==> src/rtl/sp_ram_ctrl_pkg.sv <==
`default_nettype none
// ============================================================================
// Module      : sp_ram_ctrl_pkg
// Description : Shared constants for the single-port SRAM request controller.
//               Holds default field widths, the RDWEN encodings, the macro
//               read latency and a helper for sizing occupancy counters.
// Revision    : 1.0 - initial release
// ============================================================================
package sp_ram_ctrl_pkg;

    // Default request/response field widths
    localparam int DEF_ADDR_WIDTH = 10;
    localparam int DEF_DATA_WIDTH = 32;
    localparam int DEF_RSP_DEPTH  = 4;

    // RDWEN encodings seen by the macro
    localparam logic RDWEN_WR = 1'b1;
    localparam logic RDWEN_RD = 1'b0;

    // DO is valid this many cycles after the macro samples a read
    localparam int MACRO_RD_LATENCY = 1;

    // Width of a counter that must represent 0..n inclusive
    function automatic int cnt_width(input int n);
        return $clog2(n + 1);
    endfunction

endpackage
`default_nettype wire

==> src/rtl/sp_ram_rsp_fifo.sv <==
`default_nettype none
// ============================================================================
// Module      : sp_ram_rsp_fifo
// Description : Response buffer, DEPTH x WIDTH, with a registered head word.
//               Push and pop in the same cycle are legal at any occupancy.
//               Pointers wrap modulo DEPTH (DEPTH must be a power of 2).
// Revision    : 1.0 - initial release
// Ports       : clk_i    - rising-edge clock
//               rstn_i   - synchronous active-low reset
//               push_i   - write wdata_i into the tail
//               wdata_i  - data to push
//               pop_i    - drop the head word
//               rdata_o  - head word (registered)
//               full_o   - DEPTH entries occupied
//               empty_o  - no entries occupied
// ============================================================================
module sp_ram_rsp_fifo
    import sp_ram_ctrl_pkg::*;
#(
    parameter int DEPTH = DEF_RSP_DEPTH,
    parameter int WIDTH = DEF_DATA_WIDTH
) (
    input  logic             clk_i,
    input  logic             rstn_i,
    input  logic             push_i,
    input  logic [WIDTH-1:0] wdata_i,
    input  logic             pop_i,
    output logic [WIDTH-1:0] rdata_o,
    output logic             full_o,
    output logic             empty_o
);

    localparam int              PTR_W    = $clog2(DEPTH);
    localparam int              CNT_W    = cnt_width(DEPTH);
    localparam logic [CNT_W-1:0] FULL_CNT = CNT_W'(DEPTH);

    logic [WIDTH-1:0] mem_q [DEPTH];
    logic [PTR_W-1:0] wr_ptr_q, wr_ptr_d;
    logic [PTR_W-1:0] rd_ptr_q, rd_ptr_d;
    logic [CNT_W-1:0] count_q,  count_d;
    logic [WIDTH-1:0] rdata_q,  rdata_d;
    logic             w_push;
    logic             w_pop;

    assign empty_o = (count_q == '0);
    assign full_o  = (count_q == FULL_CNT);
    assign rdata_o = rdata_q;

    // A push into a full buffer is only accepted when the head leaves in
    // the same cycle.
    assign w_pop  = pop_i & ~empty_o;
    assign w_push = push_i & (~full_o | w_pop);

    always_comb begin
        wr_ptr_d = wr_ptr_q;
        rd_ptr_d = rd_ptr_q;
        count_d  = count_q;
        rdata_d  = rdata_q;

        if (w_push) begin
            wr_ptr_d = wr_ptr_q + PTR_W'(1);
        end
        if (w_pop) begin
            rd_ptr_d = rd_ptr_q + PTR_W'(1);
        end

        case ({w_push, w_pop})
            2'b10:   count_d = count_q + CNT_W'(1);
            2'b01:   count_d = count_q - CNT_W'(1);
            default: count_d = count_q;
        endcase

        // Head register: after a pop the next entry is already in storage
        // when more than one word was held; otherwise the incoming word
        // becomes the head directly.
        if (w_pop) begin
            if (count_q > CNT_W'(1)) begin
                rdata_d = mem_q[rd_ptr_d];
            end else if (w_push) begin
                rdata_d = wdata_i;
            end
        end else if (empty_o && w_push) begin
            rdata_d = wdata_i;
        end
    end

    always_ff @(posedge clk_i) begin
        if (w_push) begin
            mem_q[wr_ptr_q] <= wdata_i;
        end
    end

    always_ff @(posedge clk_i) begin
        if (!rstn_i) begin
            wr_ptr_q <= '0;
            rd_ptr_q <= '0;
            count_q  <= '0;
            rdata_q  <= '0;
        end else begin
            wr_ptr_q <= wr_ptr_d;
            rd_ptr_q <= rd_ptr_d;
            count_q  <= count_d;
            rdata_q  <= rdata_d;
        end
    end

endmodule
`default_nettype wire

==> src/rtl/sp_ram_req_ctrl.sv <==
`default_nettype none
// ============================================================================
// Module      : sp_ram_req_ctrl
// Description : Initiator-side controller for one single-port SRAM macro.
//               Turns a valid/ready request stream into registered macro
//               inputs (A, DI, BW, CE, RDWEN) and returns read data on a
//               valid/ready response stream with a fixed 3-cycle
//               accept-to-response latency. A credit counter reserves a
//               response buffer slot for every outstanding read, so
//               response backpressure never stalls the macro.
// Revision    : 1.0 - initial release
// Option      : SP_RAM_REQ_CTRL_WR_ACK_EN - when defined, writes also take a
//               credit and return a zero-data response, ordered with reads.
// Ports       : CLK        - rising-edge clock
//               RSTN       - synchronous active-low reset
//               req_*      - request stream (we, addr, wdata, wmask)
//               rsp_*      - response stream (rdata)
//               A/DI/BW    - macro address, write data, bit-write enable
//               CE/RDWEN   - macro chip enable, 1=write 0=read
//               DO         - macro read data, valid the cycle after a read
// ============================================================================
module sp_ram_req_ctrl
    import sp_ram_ctrl_pkg::*;
#(
    parameter int ADDR_WIDTH = DEF_ADDR_WIDTH,
    parameter int DATA_WIDTH = DEF_DATA_WIDTH,
    parameter int RSP_DEPTH  = DEF_RSP_DEPTH
) (
    input  logic                  CLK,
    input  logic                  RSTN,
    input  logic                  req_valid,
    output logic                  req_ready,
    input  logic                  req_we,
    input  logic [ADDR_WIDTH-1:0] req_addr,
    input  logic [DATA_WIDTH-1:0] req_wdata,
    input  logic [DATA_WIDTH-1:0] req_wmask,
    output logic                  rsp_valid,
    input  logic                  rsp_ready,
    output logic [DATA_WIDTH-1:0] rsp_rdata,
    output logic [ADDR_WIDTH-1:0] A,
    output logic [DATA_WIDTH-1:0] DI,
    output logic [DATA_WIDTH-1:0] BW,
    output logic                  CE,
    output logic                  RDWEN,
    input  logic [DATA_WIDTH-1:0] DO
);

    localparam int               CNT_W      = cnt_width(RSP_DEPTH);
    localparam logic [CNT_W-1:0] CREDIT_MAX = CNT_W'(RSP_DEPTH);
    // One stage for the macro-input register, then the macro read latency
    localparam int               PIPE_LEN   = MACRO_RD_LATENCY + 1;

    // ------------------------------------------------------------------
    // Request acceptance and credits
    // ------------------------------------------------------------------
    logic             w_req_hs;
    logic             w_rsp_req;
    logic             w_rsp_hs;
    logic             w_credit_avail;
    logic [CNT_W-1:0] credits_q, credits_d;

    // Credits come from a register only, so req_ready never depends on
    // req_valid or rsp_ready.
    assign w_credit_avail = (credits_q < CREDIT_MAX);

`ifdef SP_RAM_REQ_CTRL_WR_ACK_EN
    assign req_ready = RSTN & w_credit_avail;
    assign w_req_hs  = req_valid & req_ready;
    assign w_rsp_req = w_req_hs;
`else
    assign req_ready = RSTN & (req_we | w_credit_avail);
    assign w_req_hs  = req_valid & req_ready;
    assign w_rsp_req = w_req_hs & (req_we == RDWEN_RD);
`endif

    assign w_rsp_hs = rsp_valid & rsp_ready;

    always_comb begin
        credits_d = credits_q;
        case ({w_rsp_req, w_rsp_hs})
            2'b10:   credits_d = credits_q + CNT_W'(1);
            2'b01:   credits_d = credits_q - CNT_W'(1);
            default: credits_d = credits_q;
        endcase
    end

    always_ff @(posedge CLK) begin
        if (!RSTN) begin
            credits_q <= '0;
        end else begin
            credits_q <= credits_d;
        end
    end

    // ------------------------------------------------------------------
    // Macro input register. A/DI/BW/RDWEN only load on a handshake so the
    // macro pins stay quiet while CE is low.
    // ------------------------------------------------------------------
    logic                  ce_q;
    logic                  rdwen_q;
    logic [ADDR_WIDTH-1:0] a_q;
    logic [DATA_WIDTH-1:0] di_q;
    logic [DATA_WIDTH-1:0] bw_q;

    always_ff @(posedge CLK) begin
        if (!RSTN) begin
            ce_q    <= 1'b0;
            rdwen_q <= RDWEN_RD;
            a_q     <= '0;
            di_q    <= '0;
            bw_q    <= '0;
        end else begin
            ce_q <= w_req_hs;
            if (w_req_hs) begin
                rdwen_q <= req_we ? RDWEN_WR : RDWEN_RD;
                a_q     <= req_addr;
                di_q    <= req_wdata;
                bw_q    <= req_wmask;
            end
        end
    end

    assign CE    = ce_q;
    assign RDWEN = rdwen_q;
    assign A     = a_q;
    assign DI    = di_q;
    assign BW    = bw_q;

    // ------------------------------------------------------------------
    // Response pipe: bit 0 marks a response-producing request sitting in
    // the macro-input register, the last bit marks the cycle DO is valid.
    // ------------------------------------------------------------------
    logic [PIPE_LEN-1:0]   rsp_pipe_q;
    logic                  w_push;
    logic [DATA_WIDTH-1:0] w_push_data;

    always_ff @(posedge CLK) begin
        if (!RSTN) begin
            rsp_pipe_q <= '0;
        end else begin
            rsp_pipe_q <= {rsp_pipe_q[PIPE_LEN-2:0], w_rsp_req};
        end
    end

    assign w_push = rsp_pipe_q[PIPE_LEN-1];

`ifdef SP_RAM_REQ_CTRL_WR_ACK_EN
    // Tracks which pipe slots are write acknowledgements, whose response
    // data is forced to zero instead of taking DO.
    logic [PIPE_LEN-1:0] wr_pipe_q;

    always_ff @(posedge CLK) begin
        if (!RSTN) begin
            wr_pipe_q <= '0;
        end else begin
            wr_pipe_q <= {wr_pipe_q[PIPE_LEN-2:0], w_req_hs & req_we};
        end
    end

    assign w_push_data = wr_pipe_q[PIPE_LEN-1] ? '0 : DO;
`else
    assign w_push_data = DO;
`endif

    // ------------------------------------------------------------------
    // Response buffer
    // ------------------------------------------------------------------
    logic w_fifo_full;
    logic w_fifo_empty;

    sp_ram_rsp_fifo #(
        .DEPTH (RSP_DEPTH),
        .WIDTH (DATA_WIDTH)
    ) u_rsp_fifo (
        .clk_i   (CLK),
        .rstn_i  (RSTN),
        .push_i  (w_push),
        .wdata_i (w_push_data),
        .pop_i   (w_rsp_hs),
        .rdata_o (rsp_rdata),
        .full_o  (w_fifo_full),
        .empty_o (w_fifo_empty)
    );

    assign rsp_valid = ~w_fifo_empty;

    // Credits reserve a slot for every in-flight response, so a push can
    // only meet a full buffer when the head is leaving in the same cycle.
    a_no_overflow: assert property (@(posedge CLK) disable iff (!RSTN)
        !(w_push && w_fifo_full && !w_rsp_hs));

endmodule
`default_nettype wire

==> config.mk <==
export PLATFORM = sky130hd
export DESIGN_NAME = sp_ram_req_ctrl
export DESIGN_NICKNAME = d
export VERILOG_FILES = /design/src/rtl/sp_ram_ctrl_pkg.sv /design/src/rtl/sp_ram_rsp_fifo.sv /design/src/rtl/sp_ram_req_ctrl.sv
export SDC_FILE = /design/constraint.sdc
export NUM_CORES = 1
export LEC_CHECK = 0
export CELL_PAD_IN_SITES_DETAIL_PLACEMENT = 0
export CELL_PAD_IN_SITES_GLOBAL_PLACEMENT = 1
export CORE_MARGIN = 1
export CORE_UTILIZATION = 38
export DETAILED_ROUTE_END_ITERATION = 10
export DONT_BUFFER_PORTS = 1
export PLACE_DENSITY = 0.73
export SYNTH_ARGS = -nofsm -noshare
export SYNTH_HDL_FRONTEND = slang
export SYNTH_SLANG_ARGS = --single-unit
==> constraint.sdc <==
create_clock -name CLK -period 3.4 [get_ports CLK]
set_input_delay 0.51 -clock CLK [delete_from_list [all_inputs] [get_ports CLK]]
set_output_delay 0.51 -clock CLK [all_outputs]
set_load 0.02 [all_outputs]
==> run metrics <==
Tmin final=2.79 ns; Post-Syn Area=0.0105 mm²; Setup CP Type=flip-flop to flip-flop; htree depth=1; Sequential cell area=0.00625 mm²; Slew Limit Headroom=0.466; IO buf count=0; Pre-antenna DRT Iters=5; fin crit share=0.822; area of the multi-input gates=0.00385 mm²; post-place setup slack=0.648 ns; Setup WS post-layout=0.607 ns; FFs w/ async S/R, synth=0; leakage=4.33 nW; # Post-CTS Setup Buffers=0; Fill cells=2,507; cell area after placement=0.0108 mm²; chip width=168 µm; Worst Hold Launch=req_we; crit path DAT=3.22 ns; Worst R2R End=u_rsp_fifo.rdata_o[29]$_SDFFE_PN0P_; clock-pin slew on the worst setup and hold paths=0.06 ns; Least-Margin Pin Slew=0.802 ns; crit end category=flip-flop; share of cells above drive strength 1=0.101; max cap viols=0; final hold vios=0; Util after Layout=0.436; Area contributors post-synth=edfxtp_1 (37%), dfxtp_1 (23%), nand2_1 (7.7%); Max Clk Rate=358 MHz; Synth top area share=0.367; GPL Wtd Cong=0.777; DRC viols=0; post-route cell area=0.0117 mm²; final std cells w/o fill=1,301; routed length per instance=21.4 µm; final setup fails=0; cts hold-fix bufs=0; pwr dens=780 mW/mm²; Required @ worst endpoint=3.82 ns; total grt overflow=0; Cells after Synth=954; initial antenna violation count=0; largest area contributor in the netlist=edfxtp_1; vias per cell=5.67; worst r2r src=u_rsp_fifo.count_q[0]$_SDFFE_PN0P_; worst-path maximum fanout=19; IO Pins=221; CTS Buffer Depth=3; # nets final=1,059; Root Driver=clkbuf_16; Resized Gates After CTS=0; core area=0.0270 mm²; Num CTS Buffers=28; post-synthesis sequential area ratio=0.597; Post-synth EDFFs=128; startpoint types=flip-flop; die footprint=0.0282 mm²; Clock Latency Late Sink=0.55 ns; Max VDD drop=0.546 mV; count leader, synth=nand2_1; CTS tree=built; area grow syn2layout=12.2%; RSZ-0062 raised after global routing=false; row count=60; r2r setup slk=0.61 ns; Routed Antenna Nets=0; clk sinks=248; syn_nets=1,075; Setup TNS=0 ns; via count=7,376; vias in the first global route=7,474; Main synth FF type=edfxtp_1; 1st-iter DRT viols=529; Syn Area/Cell=11.0 µm²; Initial Utilization=0.388; Post-synth top cells=nand2_1 (214), edfxtp_1 (128), dfxtp_1 (120); dpl cells=1,249; WHS Path Cells=1; hpwl dp=16,700 µm; Min-Delay Path Class=input port to flip-flop; Worst Skew=0.0165 ns; count of unique library cells instantiated by Yosys=46; WHS Endpoint=rsp_pipe_q[0]$_SDFF_PN0_; flops & latches, synth=248; first-pass GRT wire length=42,500 µm; Die Ht=168 µm; final WL=27,800 µm; Reg2Reg Depth=10; outcome=complete, no violations; fin. max-slew vios=0; Syn. warnings=0; largest net degree at the start of global routing=110; Total GRT Usage=0.192; n_diodes=0
[cell families (layout without fill, tap and decap cells)]
group,after synthesis,count (layout),synth area share
simple gates,353,353,0.148
flops,248,248,0.597
compound gates,172,172,0.125
buf+inv,93,99,0.0369
mux,72,72,0.0748
fa+ha+maj,10,10,0.0127
xor+xnor,6,6,0.00502
[metrics by stage]
step                power (mW)  hold slack [ns]
floorplan                 5.54            0.412
global placement          6.26            0.425
detailed placement        6.29            0.420
CTS                       9.22           0.0169
global route              9.58           0.0224
finish                    9.16           0.0457
[placed cells by master (no fill, tap or decap), types with 26 or more instances in the layout]
cell / count
clkbuf_16: 29
mux2i_1: 40
nand2_1: 213
o21ai_0: 34
dfxtp_1: 120
o22ai_1: 31
mux2_1: 26
o2111ai_1: 29
edfxtp_1: 128
nand3_1: 80
buf_4: 29
a211o_1: 29
nand4_1: 29
[sequential cells by signal, summed over array words and instances, names as in the netlist]
signal / flops
rsp_pipe_q: 2
A: 10
RDWEN: 1
DI: 32
u_rsp_fifo.count_q: 3
u_rsp_fifo.rd_ptr_q: 2
u_rsp_fifo.rdata_o: 32
u_rsp_fifo.wr_ptr_q: 2
BW: 32
CE: 1
u_rsp_fifo.mem_q: 128
credits_q: 3
[area by class of cell]
| class | count | share of cell area |
|---|---|---|
| sequential | 248 | 0.532 |
| multi-input combinational | 613 | 0.328 |
| clock buffer | 43 | 0.0689 |
| tap | 341 | 0.0363 |
| timing repair buffer | 31 | 0.0220 |
| clock inverter | 9 | 0.00735 |
| inverter | 16 | 0.00533 |
[worst max-delay path by stage]
| stage | from | slack [ns] | depth (start not counted) | end |
|---|---|---|---|---|
| 2_1_floorplan | RSTN | 0.62 | 13 | credits_q[2]$_SDFFE_PN0P_ |
| 3_3_place_gp | u_rsp_fifo.count_q[0]$_SDFFE_PN0P_ | 0.68 | 12 | credits_q[2]$_SDFFE_PN0P_ |
| 3_5_place_dp | u_rsp_fifo.count_q[0]$_SDFFE_PN0P_ | 0.65 | 12 | credits_q[2]$_SDFFE_PN0P_ |
| 4_1_cts | u_rsp_fifo.count_q[0]$_SDFFE_PN0P_ | 0.63 | 10 | u_rsp_fifo.rdata_o[29]$_SDFFE_PN0P_ |
| 5_1_grt | u_rsp_fifo.count_q[1]$_SDFFE_PN0P_ | 0.42 | 12 | credits_q[2]$_SDFFE_PN0P_ |
| 6_report | u_rsp_fifo.count_q[0]$_SDFFE_PN0P_ | 0.61 | 10 | u_rsp_fifo.rdata_o[29]$_SDFFE_PN0P_ |
[routing by layer]
metal	global-route usage	up-vias	part of all wire
met5	0	-	0
met4	0.0550	0	0.022
met3	0.0512	42	0.081
met2	0.331	283	0.48
met1	0.235	3550	0.42
li1	-	3501	-
[worst max-delay path, stage by stage (launching register included)]
cell and delay [ns]:
dfxtp_1 0.37, inv_1 0.10, ha_1 0.28, and2b_4 0.23
inv_4 0.06, nand2_2 0.06, buf_4 0.22, or3_1 0.68
buf_12 0.30, o221ai_1 0.24, o22ai_1 0.12
[report_power, final]
part           switching [mW]  leakage [nW]  total, mW  internal, mW
Combinational            1.64          1.76       2.51         0.869
Sequential              0.379          2.14       3.73          3.36
Clock                    1.20         0.433       2.91          1.71
(Power assumes the default switching activity.)
